<file path="src/rtl/display_pkg.sv">
// Shared segment definitions and the hex-to-15-segment decoder used by the display blocks.
// Bit order: [0]a [1]b [2]c [3]d [4]e [5]f [6]g1 [7]g2 [8]h [9]i [10]j [11]k [12]l [13]m [14]dp
package display_pkg;

  localparam int SEG_W = 15;

  typedef logic [SEG_W-1:0] seg_t;

  localparam seg_t SEG_BLANK = 15'h0000;

  function automatic seg_t hex_segment_decode(input logic [3:0] nib);
    seg_t seg;
    case (nib)
      4'h0:    seg = 15'h0C3F;
      4'h1:    seg = 15'h0406;
      4'h2:    seg = 15'h00DB;
      4'h3:    seg = 15'h008F;
      4'h4:    seg = 15'h00E6;
      4'h5:    seg = 15'h00ED;
      4'h6:    seg = 15'h00FD;
      4'h7:    seg = 15'h0007;
      4'h8:    seg = 15'h00FF;
      4'h9:    seg = 15'h00EF;
      4'hA:    seg = 15'h00F7;
      4'hB:    seg = 15'h128F;
      4'hC:    seg = 15'h0039;
      4'hD:    seg = 15'h120F;
      4'hE:    seg = 15'h0079;
      default: seg = 15'h0071;
    endcase
    return seg;
  endfunction

endpackage

</file>
<file path="src/rtl/scan_display_driver_if.sv">
// Datapath-to-display bundle for scan_display_driver.
// With DISPLAY_DIM_EN defined, a 4-bit brightness control is carried as well.
interface scan_display_driver_if #(
  parameter int DIGITS = 4
);
  import display_pkg::*;

  logic                  enable;
  logic                  load;
  logic [4*DIGITS-1:0]   value;
  logic [DIGITS-1:0]     blank;
  logic                  lz_en;
`ifdef DISPLAY_DIM_EN
  logic [3:0]            brightness;
`endif
  seg_t                  segment_pattern;
  logic [DIGITS-1:0]     digit_select;
  logic                  frame_done;

  modport master (
`ifdef DISPLAY_DIM_EN
    output brightness,
`endif
    output enable, load, value, blank, lz_en,
    input  segment_pattern, digit_select, frame_done
  );

  modport slave (
`ifdef DISPLAY_DIM_EN
    input  brightness,
`endif
    input  enable, load, value, blank, lz_en,
    output segment_pattern, digit_select, frame_done
  );

endinterface

</file>
<file path="src/rtl/scan_prescaler.sv">
// Digit-slot timer: holds each digit for SCAN_DIV cycles, steps idx through the digits,
// and pulses frame_done_o for one cycle after idx wraps back to digit 0.
module scan_prescaler #(
  parameter int DIGITS   = 4,
  parameter int SCAN_DIV = 1000,
  localparam int CW      = $clog2(SCAN_DIV + 1),
  localparam int IW      = $clog2(DIGITS + 1)
) (
  input  logic          clk,
  input  logic          rst_n,
  input  logic          enable_i,
  output logic [IW-1:0] idx_o,
  output logic          frame_done_o
);

  localparam logic [CW-1:0] CNT_LAST = CW'(SCAN_DIV - 1);
  localparam logic [IW-1:0] IDX_LAST = IW'(DIGITS - 1);

  logic [CW-1:0] cnt_q, cnt_d;
  logic [IW-1:0] idx_q, idx_d;
  logic          frame_done_q, frame_done_d;

  always_comb begin
    cnt_d        = cnt_q;
    idx_d        = idx_q;
    frame_done_d = 1'b0;
    if (!enable_i) begin
      // Disabled: park on digit 0 so a re-enable starts with a full slot.
      cnt_d = '0;
      idx_d = '0;
    end else if (cnt_q == CNT_LAST) begin
      cnt_d        = '0;
      idx_d        = (idx_q == IDX_LAST) ? '0 : idx_q + 1'b1;
      frame_done_d = (idx_q == IDX_LAST);
    end else begin
      cnt_d = cnt_q + 1'b1;
    end
  end

  always_ff @(posedge clk or negedge rst_n) begin
    if (!rst_n) begin
      cnt_q        <= '0;
      idx_q        <= '0;
      frame_done_q <= 1'b0;
    end else begin
      cnt_q        <= cnt_d;
      idx_q        <= idx_d;
      frame_done_q <= frame_done_d;
    end
  end

  assign idx_o        = idx_q;
  assign frame_done_o = frame_done_q;

endmodule

</file>
<file path="src/rtl/scan_display_driver.sv">
// Time-multiplexed 15-segment display driver with blanking and leading-zero suppression.
// Define DISPLAY_DIM_EN to add PWM dimming of the segments via the brightness input.
module scan_display_driver
  import display_pkg::*;
#(
  parameter int DIGITS   = 4,
  parameter int SCAN_DIV = 1000
) (
  input  logic                clk,
  input  logic                rst_n,
  scan_display_driver_if.slave bus
);

  localparam int IW    = $clog2(DIGITS + 1);
  localparam int NSLOT = 1 << IW;

  logic [IW-1:0]        idx;
  logic                 frame_done;

  logic [4*DIGITS-1:0]  shadow_q, shadow_d;
  seg_t                 seg_q, seg_d;
  logic [DIGITS-1:0]    sel_q, sel_d;

  logic [3:0]           nib [NSLOT];
  logic [NSLOT-1:0]     blank_slot;
  logic [NSLOT-1:0]     zero_from;
  logic [DIGITS-1:0]    onehot;
  logic                 suppressed;

  scan_prescaler #(
    .DIGITS   (DIGITS),
    .SCAN_DIV (SCAN_DIV)
  ) u_prescaler (
    .clk          (clk),
    .rst_n        (rst_n),
    .enable_i     (bus.enable),
    .idx_o        (idx),
    .frame_done_o (frame_done)
  );

  // Per-slot views padded to a power of two so idx can index them directly.
  for (genvar gi = 0; gi < NSLOT; gi++) begin : g_slot
    if (gi < DIGITS) begin : g_real
      assign nib[gi]        = shadow_q[4*gi +: 4];
      assign blank_slot[gi] = bus.blank[gi];
      assign zero_from[gi]  = (shadow_q[4*DIGITS-1:4*gi] == '0);
    end else begin : g_pad
      assign nib[gi]        = 4'h0;
      assign blank_slot[gi] = 1'b1;
      assign zero_from[gi]  = 1'b1;
    end
  end

  for (genvar gi = 0; gi < DIGITS; gi++) begin : g_onehot
    assign onehot[gi] = (idx == IW'(gi));
  end

  assign suppressed = blank_slot[idx] | (bus.lz_en & (idx != '0) & zero_from[idx]);

`ifdef DISPLAY_DIM_EN
  logic [3:0] pwm_q, pwm_d;

  always_comb begin
    pwm_d = bus.enable ? pwm_q + 4'd1 : 4'd0;
  end

  always_ff @(posedge clk or negedge rst_n) begin
    if (!rst_n) pwm_q <= 4'd0;
    else        pwm_q <= pwm_d;
  end
`endif

  always_comb begin
    shadow_d = bus.load ? bus.value : shadow_q;
    sel_d    = '0;
    seg_d    = SEG_BLANK;
    if (bus.enable) begin
      sel_d = onehot;
      if (!suppressed) seg_d = hex_segment_decode(nib[idx]);
`ifdef DISPLAY_DIM_EN
      // pwm > brightness is the same test as pwm >= brightness+1 without the 5-bit sum.
      if (pwm_q > bus.brightness) seg_d = SEG_BLANK;
`endif
    end
  end

  always_ff @(posedge clk or negedge rst_n) begin
    if (!rst_n) begin
      shadow_q <= '0;
      seg_q    <= SEG_BLANK;
      sel_q    <= '0;
    end else begin
      shadow_q <= shadow_d;
      seg_q    <= seg_d;
      sel_q    <= sel_d;
    end
  end

  assign bus.segment_pattern = seg_q;
  assign bus.digit_select    = sel_q;
  assign bus.frame_done      = frame_done;

endmodule

</file>
<file path="src/flat_wrapper.sv">
// flat-port wrapper written by rule: the top's interface ports become plain ports
module scan_display_driver_flat import display_pkg::*;
#(
  parameter int DIGITS   = 4,
  parameter int SCAN_DIV = 1000
)
  (clk, rst_n, bus_enable, bus_load, bus_value, bus_blank, bus_lz_en, bus_segment_pattern, bus_digit_select, bus_frame_done);
  scan_display_driver_if #(.DIGITS(DIGITS)) bus_i ();
  input  logic clk;
  input  logic rst_n;
  input wire logic [$bits(bus_i.enable)-1:0] bus_enable;
  input wire logic [$bits(bus_i.load)-1:0] bus_load;
  input wire logic [$bits(bus_i.value)-1:0] bus_value;
  input wire logic [$bits(bus_i.blank)-1:0] bus_blank;
  input wire logic [$bits(bus_i.lz_en)-1:0] bus_lz_en;
  output wire logic [$bits(bus_i.segment_pattern)-1:0] bus_segment_pattern;
  output wire logic [$bits(bus_i.digit_select)-1:0] bus_digit_select;
  output wire logic [$bits(bus_i.frame_done)-1:0] bus_frame_done;
  assign bus_i.enable = bus_enable;
  assign bus_i.load = bus_load;
  assign bus_i.value = bus_value;
  assign bus_i.blank = bus_blank;
  assign bus_i.lz_en = bus_lz_en;
  assign bus_segment_pattern = bus_i.segment_pattern;
  assign bus_digit_select = bus_i.digit_select;
  assign bus_frame_done = bus_i.frame_done;
  scan_display_driver #(.DIGITS(DIGITS), .SCAN_DIV(SCAN_DIV)) u_core (.clk(clk), .rst_n(rst_n), .bus(bus_i));
endmodule
</file>
<file path="config.mk">
export PLATFORM = sky130hd
export DESIGN_NAME = scan_display_driver_flat
export DESIGN_NICKNAME = d
export VERILOG_FILES = /design/src/rtl/display_pkg.sv /design/src/rtl/scan_display_driver_if.sv /design/src/rtl/scan_prescaler.sv /design/src/rtl/scan_display_driver.sv /design/src/flat_wrapper.sv
export SDC_FILE = /design/constraint.sdc
export NUM_CORES = 1
export LEC_CHECK = 0
export BUFFER_PORTS_ARGS = -buffer_cell sky130_fd_sc_hd__buf_2
export CAP_MARGIN = 5
export CORE_UTILIZATION = 50
export CTS_CLUSTER_SIZE = 28
export DETAILED_ROUTE_END_ITERATION = 10
export GPL_TIMING_DRIVEN = 0
export PLACE_DENSITY = 0.81
export SLEW_MARGIN = 0
export SYNTH_ARGS = -nofsm -noshare
export SYNTH_HDL_FRONTEND = slang
export SYNTH_HIERARCHICAL = 1
export SYNTH_SLANG_ARGS = --single-unit
</file>
<file path="constraint.sdc">
create_clock -name clk -period 4 [get_ports clk]
set_clock_uncertainty 0.2 [all_clocks]
set_input_delay 0.4 -clock clk [delete_from_list [all_inputs] [get_ports clk]]
set_output_delay 0.4 -clock clk [all_outputs]
set_load 0.1 [all_outputs]
</file>
==> results.cfg <==
[sta]
period_minus_slack_ns = 2.59
layout_worst_path_cycle_share = 0.648
tightest_slew_ns = 0.978
setup_slack_ns = 1.41
rsz0062_at_grt = no
slew_viol_final = 0
fmax_mhz = 386
fin_tns_setup_ns = 0
hold_viol_final = 0
setup_viol = 0
relSlewSlack = 0.348

[routing]
top_layer_used = met4
met3WireLength_um = 227
ant_nets = 0
drt_iter0_drc = 113
drc = 0
num_vias = 1686
drtPass1Iterations = 4
viasPerCell = 5.56
wl_met1_mm = 2.02
wl_met2_mm = 2.08
wl_mm = 4.38
wire_per_inst_um = 14.5

[global_route]
grt_pass1_vias = 1624
grt-ovfl-total = 0
grt_pass1_wl_mm = 7.40
grt_start_max_net_pins = 46
antenna_found_initial = 0
track_usage = 0.190

[yosys]
synth_area_mm2 = 0.00234
avgSynthCellArea_um2 = 11.6
synth-edff-count = 0
ys_seq_elements = 45
synth_ff_type = dfrtp_1
ys_seq_area_frac = 0.481
synth_cells = 201
async_flop_share = 1.00
yosysUniqueCellTypes = 52
synth-warning-count = 6

[clock_tree]
cts_htree_levels = 2
cts-buffers-inserted = 5
cts_buffer_depth = 2
cts_sinks = 45
cts_hold_buf = 0
cts_tree = built
cts-root-buf = clkbuf_8
clock_latency_ns = 0.30
ctsResizeCount = 0
post_cts.repair.setup_buffers = 0
clk_pin_slew_ns = 0.08

[layout]
fin_util = 0.611
drive_gt1_frac = 0.359
nNetsFinal = 283
antenna_cells = 0
fin_cells = 303
area_growth_pct = 15.2

[critical_path]
crit_type = reg2reg
crit_top_cell = buf_6
path_max_fanout = 10
crit_chain = buf_6 -> buf_6 -> mux4_2 -> nand2b_1 -> inv_1 -> ha_1 -> a211oi_1 -> nand4_1 -> a31oi_1
slowest_stage = mux4_2
end_kind = flip-flop
cp.required_ns = 4.00
crit_path_max_incr_delay_ns = 0.52
start_kind = flip-flop
crit_arrival_ns = 2.60

[placement]
post-place-ws_ns = 1.43
hpwl_mm = 3.17
portBuffers = 40
placedCellCount = 295
place.gp.congestion = 0.852

[floorplanning]
fp-row-count = 24
start_util = 0.530
ios = 45
core_area_mm2 = 0.00441
chipHeight_um = 70.4
dieArea_mm2 = 0.00496
die_w_um = 70.4

[job]
drv_cap = 0

[pwr]
leakagePower_nw = 1.25
p_per_area_mw_per_mm2 = 366
finalPower_w = 0.000986
ir_worst_vdd_uv = 227

[outcome]
status = complete, no violations

[worst_hold_path]
hp-class = in2async
[layer usage]
layer / global-route usage / vias up
li1: - / 807
met1: 0.265 / 819
met2: 0.286 / 54
met3: 0.0361 / 6
met4: 0.0889 / 0
met5: 0 / -
[power by group]
| part | internal (W) | leakage, nW | switching (W) | total [W] |
|---|---|---|---|---|
| clock network | 0.000124 | 0.0385 | 0.000146 | 0.000269 |
| logic | 0.0000708 | 0.635 | 0.000137 | 0.000208 |
| registers | 0.000483 | 0.580 | 0.0000255 | 0.000509 |
| total | 0.000678 | 1.25 | 0.000309 | 0.000986 |
[cell usage after synthesis, types with 2 or more instances]
| cell | number | area share |
|---|---|---|
| inv_1 | 4 | 0.0064 |
| clkbuf_1 | 2 | 0.0032 |
| nand3b_1 | 4 | 0.013 |
| nor4_1 | 4 | 0.011 |
| nor2_1 | 12 | 0.019 |
| mux4_2 | 5 | 0.048 |
| a211oi_1 | 4 | 0.013 |
| buf_6 | 3 | 0.014 |
| xnor2_1 | 6 | 0.022 |
| ha_1 | 8 | 0.043 |
| dfrtp_1 | 45 | 0.48 |
| nand4_1 | 3 | 0.0080 |
| a31oi_1 | 3 | 0.0080 |
| nor3_1 | 4 | 0.0086 |
| nand3_1 | 5 | 0.011 |
| mux2_2 | 16 | 0.077 |
| buf_2 | 3 | 0.0064 |
| nor3b_1 | 3 | 0.0096 |
| nand2b_1 | 4 | 0.011 |
| o21ai_0 | 3 | 0.0064 |
| and2_1 | 4 | 0.011 |
| buf_4 | 4 | 0.013 |
| xor2_1 | 3 | 0.011 |
| nand2_1 | 15 | 0.024 |
| a21boi_0 | 2 | 0.0064 |
| a21oi_1 | 6 | 0.013 |
[path summary, 6_finish.rpt]
kind                                                  start                       endpoint  slack [ns]  cells after the start
min in group clk                               bus_value[5]             u_core/shadow_q[5]        0.13                      2
worst max register to register  u_core/u_prescaler/idx_o[0]  u_core/bus.segment_pattern[5]        1.41                      9
worst max-delay path            u_core/u_prescaler/idx_o[0]  u_core/bus.segment_pattern[5]        1.41                      9
max in group asynchronous                             rst_n  u_core/bus.segment_pattern[9]        2.92                      1
worst min-delay path                                  rst_n    u_core/u_prescaler/cnt_q[1]        0.06                      1
worst min register to register  u_core/u_prescaler/cnt_q[0]    u_core/u_prescaler/cnt_q[0]        0.28                      1
[layout make-up]
| class | instances | area [µm²] |
|---|---|---|
| tap | 52 | 65.1 |
| fill | 359 | 1720 |
| timing repair buffer | 40 | 200 |
| clock buffer | 7 | 76.3 |
| clock inverter | 1 | 7.51 |
| multi-input combinational | 141 | 1120 |
| buffer | 12 | 86.3 |
| inverter | 5 | 18.8 |
| sequential | 45 | 1130 |
[sequential cells by signal, summed over array words and instances, names as in the netlist]
register and cells:
u_core/u_prescaler/frame_done_o 1, u_core/u_prescaler/cnt_q 10, u_core/u_prescaler/idx_o 3, u_core/bus.segment_pattern 11, u_core/bus.digit_select 4, u_core/shadow_q 16
[cells in the final DEF (no fill, tap or decap), types with 6 or more instances in the layout]
cell type and count:
xnor2_1 6, ha_1 8, mux2_2 16, a21oi_1 6
buf_2 43, dfrtp_1 45, nand2_1 15, nor2_1 12
[cells by family (layout without fill, tap and decap cells)]
kind of cell	count (synthesis)	after routing	share of synthesized area
multiplexers	22	22	0.129
other	1	3	0.00160
adder cells (fa/ha/maj)	8	8	0.0428
AND/OR/NAND/NOR	72	72	0.180
AO/OA/AOI/OAI	27	27	0.0866
XOR/XNOR	9	9	0.0337
buffers and inverters	17	65	0.0449
flip-flops	45	45	0.481
[worst max-delay path: cells and delay by family (launching register included)]
family	cells	cell delay, ns
flops	1	0.41
fa+ha+maj	1	0.26
mux	1	0.52
buf+inv	3	0.39
compound gates	2	0.39
simple gates	2	0.34
[metrics by stage]
step | instance area (µm²) | hold slack [ns]
2_1_floorplan | 2350 | -0.0956
5_1_grt | 2700 | 0.122
6_report | 2700 | 0.0568
4_1_cts | 2700 | 0.0872
3_5_place_dp | 2610 | 0.271
3_3_place_gp | 2610 | 0.246
(Power assumes the default switching activity.)
